--- src/rtl/sumador_seq_ctrl.sv ---
// sumador_seq_ctrl
// Sequencer for the 8-bit counter/adder unit. It clears the counter and issues
// a programmed number of single-cycle enable pulses at a prescaled rate. It then
// checks the counter's final value and carry against its own pulse count.
// Runs can be one-shot or periodic.
//
// Ports:
//   clk, rst        : clock (rising edge), asynchronous active-high reset
//   start           : request a run; only looked at in IDLE
//   stop            : abort any run; returns to IDLE with no done pulse
//   mode_periodic   : restart after each DONE (latched on start)
//   limit           : enable pulses per run (latched on start)
//   prescale        : pulse spacing is prescale+1 cycles (latched on start)
//   cnt_val/cnt_cout: counter value and carry, checked against the pulse count
//   cnt_en/cnt_clr  : enable pulse and synchronous clear toward the counter
//   busy/done/err   : not-idle, end-of-run pulse, sticky check failure
module sumador_seq_ctrl #(
  parameter int WIDTH = 8,
  parameter int PRE_W = 8
) (
  input  logic             clk,
  input  logic             rst,
  input  logic             start,
  input  logic             stop,
  input  logic             mode_periodic,
  input  logic [WIDTH-1:0] limit,
  input  logic [PRE_W-1:0] prescale,
  input  logic [WIDTH-1:0] cnt_val,
  input  logic             cnt_cout,
  output logic             cnt_en,
  output logic             cnt_clr,
  output logic             busy,
  output logic             done,
  output logic             err
);

  typedef enum logic [2:0] {
    S_IDLE   = 3'd0,
    S_LOAD   = 3'd1,
    S_RUN    = 3'd2,
    S_SETTLE = 3'd3,
    S_DONE   = 3'd4
  } state_t;

  state_t           state_q, state_d;
  logic [WIDTH-1:0] limit_q, limit_d;
  logic [PRE_W-1:0] prescale_q, prescale_d;
  logic             periodic_q, periodic_d;
  logic [PRE_W-1:0] pre_q, pre_d;
  logic [WIDTH-1:0] issued_q, issued_d;
  logic             err_q, err_d;

  logic             pulse;
  logic [WIDTH-1:0] issued_inc;

  assign pulse      = (state_q == S_RUN) && (pre_q == prescale_q);
  // issued never exceeds limit_q-1 before the last pulse, so +1 cannot wrap.
  assign issued_inc = issued_q + WIDTH'(1);

  always_ff @(posedge clk or posedge rst) begin
    if (rst) begin
      state_q    <= S_IDLE;
      limit_q    <= '0;
      prescale_q <= '0;
      periodic_q <= 1'b0;
      pre_q      <= '0;
      issued_q   <= '0;
      err_q      <= 1'b0;
    end else begin
      state_q    <= state_d;
      limit_q    <= limit_d;
      prescale_q <= prescale_d;
      periodic_q <= periodic_d;
      pre_q      <= pre_d;
      issued_q   <= issued_d;
      err_q      <= err_d;
    end
  end

  always_comb begin
    state_d    = state_q;
    limit_d    = limit_q;
    prescale_d = prescale_q;
    periodic_d = periodic_q;
    pre_d      = pre_q;
    issued_d   = issued_q;
    err_d      = err_q;

    case (state_q)
      S_IDLE: begin
        if (start && !stop) begin
          limit_d    = limit;
          prescale_d = prescale;
          periodic_d = mode_periodic;
          err_d      = 1'b0;
          pre_d      = '0;
          issued_d   = '0;
          state_d    = S_LOAD;
        end
      end
      S_LOAD: begin
        pre_d    = '0;
        issued_d = '0;
        state_d  = (limit_q == '0) ? S_SETTLE : S_RUN;
      end
      S_RUN: begin
        if (cnt_cout) err_d = 1'b1;
        if (pulse) begin
          pre_d    = '0;
          issued_d = issued_inc;
          if (issued_inc == limit_q) state_d = S_SETTLE;
        end else begin
          pre_d = pre_q + PRE_W'(1);
        end
      end
      S_SETTLE: begin
        // Counter has had one cycle to absorb the last enable.
        if (cnt_cout || (cnt_val != limit_q)) err_d = 1'b1;
        state_d = S_DONE;
      end
      S_DONE: begin
        state_d = periodic_q ? S_LOAD : S_IDLE;
      end
      default: state_d = S_IDLE;
    endcase

    // Abort wins over everything except reset; err is kept.
    if (stop && (state_q != S_IDLE)) state_d = S_IDLE;
  end

  assign cnt_clr = (state_q == S_LOAD);
  assign cnt_en  = pulse;
  assign busy    = (state_q != S_IDLE);
  assign done    = (state_q == S_DONE);
  assign err     = err_q;

endmodule

--- config.mk ---
export PLATFORM = sky130hd
export DESIGN_NAME = sumador_seq_ctrl
export DESIGN_NICKNAME = d
export VERILOG_FILES = /design/src/rtl/sumador_seq_ctrl.sv
export SDC_FILE = /design/constraint.sdc
export NUM_CORES = 1
export LEC_CHECK = 0
export ABC_CLOCK_PERIOD_IN_PS = 2700
export CORE_AREA = 2 2 80 82
export CTS_BUF_LIST = sky130_fd_sc_hd__clkbuf_16
export DETAILED_ROUTE_END_ITERATION = 16
export DIE_AREA = 0 0 82 84
export PLACE_DENSITY_LB_ADDON = 0.3
export SLEW_MARGIN = 20
export SYNTH_ARGS = -nofsm -noshare
export SYNTH_HDL_FRONTEND = slang
export SYNTH_SLANG_ARGS = --single-unit
--- constraint.sdc ---
create_clock -name clk -period 2.7 [get_ports clk]
set_input_delay 0.54 -clock clk [delete_from_list [all_inputs] [get_ports clk]]
set_output_delay 0.54 -clock clk [all_outputs]
set_load 0.01 [all_outputs]
==> flow_metrics.tcl <==
set metrics [dict create \
    run_status "complete, no violations" \
    synth_compound_area_share_pct 7.76 \
    yosys.area_share.adder_pct 1.22 \
    top_library_cells_by_usage_in_the_layout_fill_and_taps_aside "dfrtp_1, clkdlybuf4s50_1, xor2_1" \
    power_per_cell_area_nw_per_um2 781 \
    initial_core_util_pct 33.6 \
    critical_path.max_fanout 12 \
    max_clock_freq_mhz 427 \
    number_of_register_bits_inferred_by_synthesis 37 \
    timing_max_transition_violations_final 0 \
    grt.met3_usage_pct 3.68 \
    period_minus_slack_ns 2.34 \
    syn_avg_cell_area_sq_um 10.4 \
    layout.nets 269 \
    max-slew-margin-rel_pct 67.8 \
    critPathBufInv 1 \
    detail-route-antenna-nets 0 \
    total_power_mw 2.09 \
    synthDistinctLibCells 40 \
    drc_errors 0 \
    critical_path.max_stage_delay_ns 0.60 \
    use_met1_pct 18.5 \
    crit_type "register to output pin" \
    core_area_sq_um 6100 \
    drt-initial-drc-count 59 \
    drt_first_pass_iters 4 \
    clock_tree.buffer_depth 2 \
    largest_net_degree_at_the_start_of_global_routing 38 \
    final-hold-violation-count 0 \
    synth.area.mux_share_pct 9.84 \
    syn-cell-area_sq_um 2050 \
    die_h_um 84 \
    dp_hpwl_um 3130 \
    gr-usage-all-layers_pct 14.1 \
    port_buffers 34 \
    tritoncts.num_buffers 5 \
    synthesis.nets 229 \
    areaGrowthSynthToFinish_pct 30.5 \
    vias 1537 \
    diodes 0 \
    grt.busiest_layer "met2" \
    area.sequential_sq_um 926 \
    worst_setup_path_start_kind "register" \
    synth-seq-area-share_pct 45.2 \
    worst_skew_late_latency_ns 0.28 \
    ioPinCount 35 \
    count_of_flip_flops_with_a_built_in_enable_after_synthesis 0 \
    tritoncts_clock_tree "built" \
    worst_setup_hold_path_clk_slew_ns 0.06 \
    p_leak_nw 1.10 \
    placementRows 29 \
    cts_sinks 37 \
    worst_ep_required_time_ns 2.16 \
    fillerInstances 582 \
    h_tree_depth 2 \
    antenna_found_initial 0 \
    die_width_um 82 \
    setup_viol_count_final 0 \
    post_route_cells_drive_above_1_share_pct 15.5 \
    grt_use_met2_pct 22.1 \
    viasPerCell 4.88 \
    worstPathCellList "nor3b_1, clkdlybuf4s50_1" \
    synth_top_family_by_area "simple AND/OR/NAND/NOR gates" \
    globalRoute.totalOverflow 0 \
    timing.hold.worst.class "register to register" \
    final.setup.tns_ns 0 \
    rsz_0062_raised_after_global_routing "no" \
    critical-path-top-delay-family "buffers and inverters" \
    worstSetupEndpointType "output pin" \
    multi_input_comb_area_sq_um 1060 \
    synth_flop_cell "dfrtp_1" \
    power.ir.vdd_worst_v 0.000355 \
    synth-xor-area-share_pct 15.4 \
    yosys_warnings 0 \
    arrival_time_at_the_worst_endpoint_ns 1.80 \
    place_congestion 0.836 \
    worst_margin_pin_slew_ns 0.482 \
    avgRoutedWirePerCell_um 13.6 \
    post-route-period-util_pct 86.7 \
    drv.max_cap_violation_count 0 \
    dieArea_sq_um 6890 \
    synth_async_sr_flop_share_pct 100 \
    synthSimpleGateAreaFrac_pct 17.5 \
    finClkSkew_ns 0.00853 \
    syn_inst 197 \
    worst_path_max_delay_cell "clkdlybuf4s50_1" \
    grt_pass1_wl_um 7370 \
    final_common_cell "dfrtp_1" \
    via_count_of_the_first_global_routing_pass 1549 \
    totalWireLength_um 4270 \
    clock_tree.root_cell "clkbuf_16" \
]
[stage by stage]
stage	cells	util [%]	hold slack (ns)	cell area (sq um)	setup slack [ns]
6_report	315	43.9	0.495	2670	0.358
5_1_grt	315	43.9	0.531	2670	0.255
4_1_cts	315	43.8	0.512	2670	0.103
3_5_place_dp	307	40.7	0.488	2480	0.410
3_3_place_gp	307	40.7	0.490	2480	0.407
2_1_floorplan	197	-	0.479	2050	0.912
[cell usage after synthesis, drive strengths merged, types with 2 or more instances]
| library cell | count | area share (%) |
|---|---|---|
| nor4 | 6 | 2.4 |
| nand3 | 11 | 2.9 |
| and2 | 2 | 0.61 |
| and3 | 3 | 1.2 |
| a21oi | 6 | 1.6 |
| nand2b | 2 | 0.61 |
| nor3 | 3 | 0.73 |
| o31ai | 2 | 0.73 |
| dfrtp | 37 | 45 |
| inv | 8 | 1.5 |
| xnor2 | 15 | 6.4 |
| xor2 | 21 | 9.0 |
| nor2 | 12 | 2.2 |
| mux2 | 17 | 9.3 |
| o21ai | 9 | 2.2 |
| nand4 | 4 | 1.2 |
| ha | 2 | 1.2 |
| nand2 | 13 | 2.4 |
| buf | 5 | 1.6 |
| or3 | 5 | 1.5 |
| or2 | 2 | 0.61 |
| o211ai | 2 | 0.73 |
[registers in the layout (all words and copies together), names as in the netlist]
| name | flops |
|---|---|
| err | 1 |
| issued_q | 8 |
| limit_q | 8 |
| periodic_q | 1 |
| pre_q | 8 |
| prescale_q | 8 |
| state_q | 3 |
[worst reg2reg max path: cells and delay by family (launching register included)]
kind | cells | cell delay [ns]
xor+xnor | 1 | 0.15
simple gates | 3 | 0.85
compound gates | 1 | 0.15
flops | 1 | 0.43
fa+ha+maj | 1 | 0.28
[path summary, 6_finish.rpt]
check | from | to | slack (ns) | depth (start not counted)
min in group asynchronous | rst | pre_q[1] | 0.67 | 3
setup / recovery | state_q[0] | cnt_clr | 0.36 | 2
max in group asynchronous | rst | prescale_q[2] | 1.71 | 3
setup reg to reg | issued_q[0] | state_q[0] | 0.77 | 6
hold reg to reg | err | err | 0.50 | 2
hold / removal | err | err | 0.50 | 2
[area by class of cell]
type | instances | share of cell area [%]
Multi-Input combinational cell | 147 | 39.6
Sequential cell | 37 | 34.6
Timing Repair Buffer | 38 | 13.9
Clock buffer | 5 | 4.68
Tap cell | 77 | 3.60
Clock inverter | 3 | 2.43
Inverter | 8 | 1.12
[routing by layer]
layer | vias up | routed length, um
met5 | - | 0
met4 | 0 | 73
met3 | 7 | 182
met2 | 30 | 2060
met1 | 732 | 1950
li1 | 768 | -
[report_power, final]
part	switching, mW	internal [mW]	total (mW)
Combinational	0.218	0.292	0.510
Clock	0.227	0.527	0.754
Sequential	0.148	0.676	0.825
Total	0.593	1.50	2.09
[cell families after synthesis]
kind of cell    Yosys count
flops                    37
compound gates           25
fa+ha+maj                 2
xor+xnor                 36
simple gates             66
buf+inv                  13
mux                      18
[what timing repair did]
action | in CTS | in global routing
setup endpoints to repair | 0 | 1
hold buffers | 0 | 0
setup buffers | 0 | 0
gates resized for setup | 0 | 1
No activity file was read; power rests on OpenSTA's default activity.
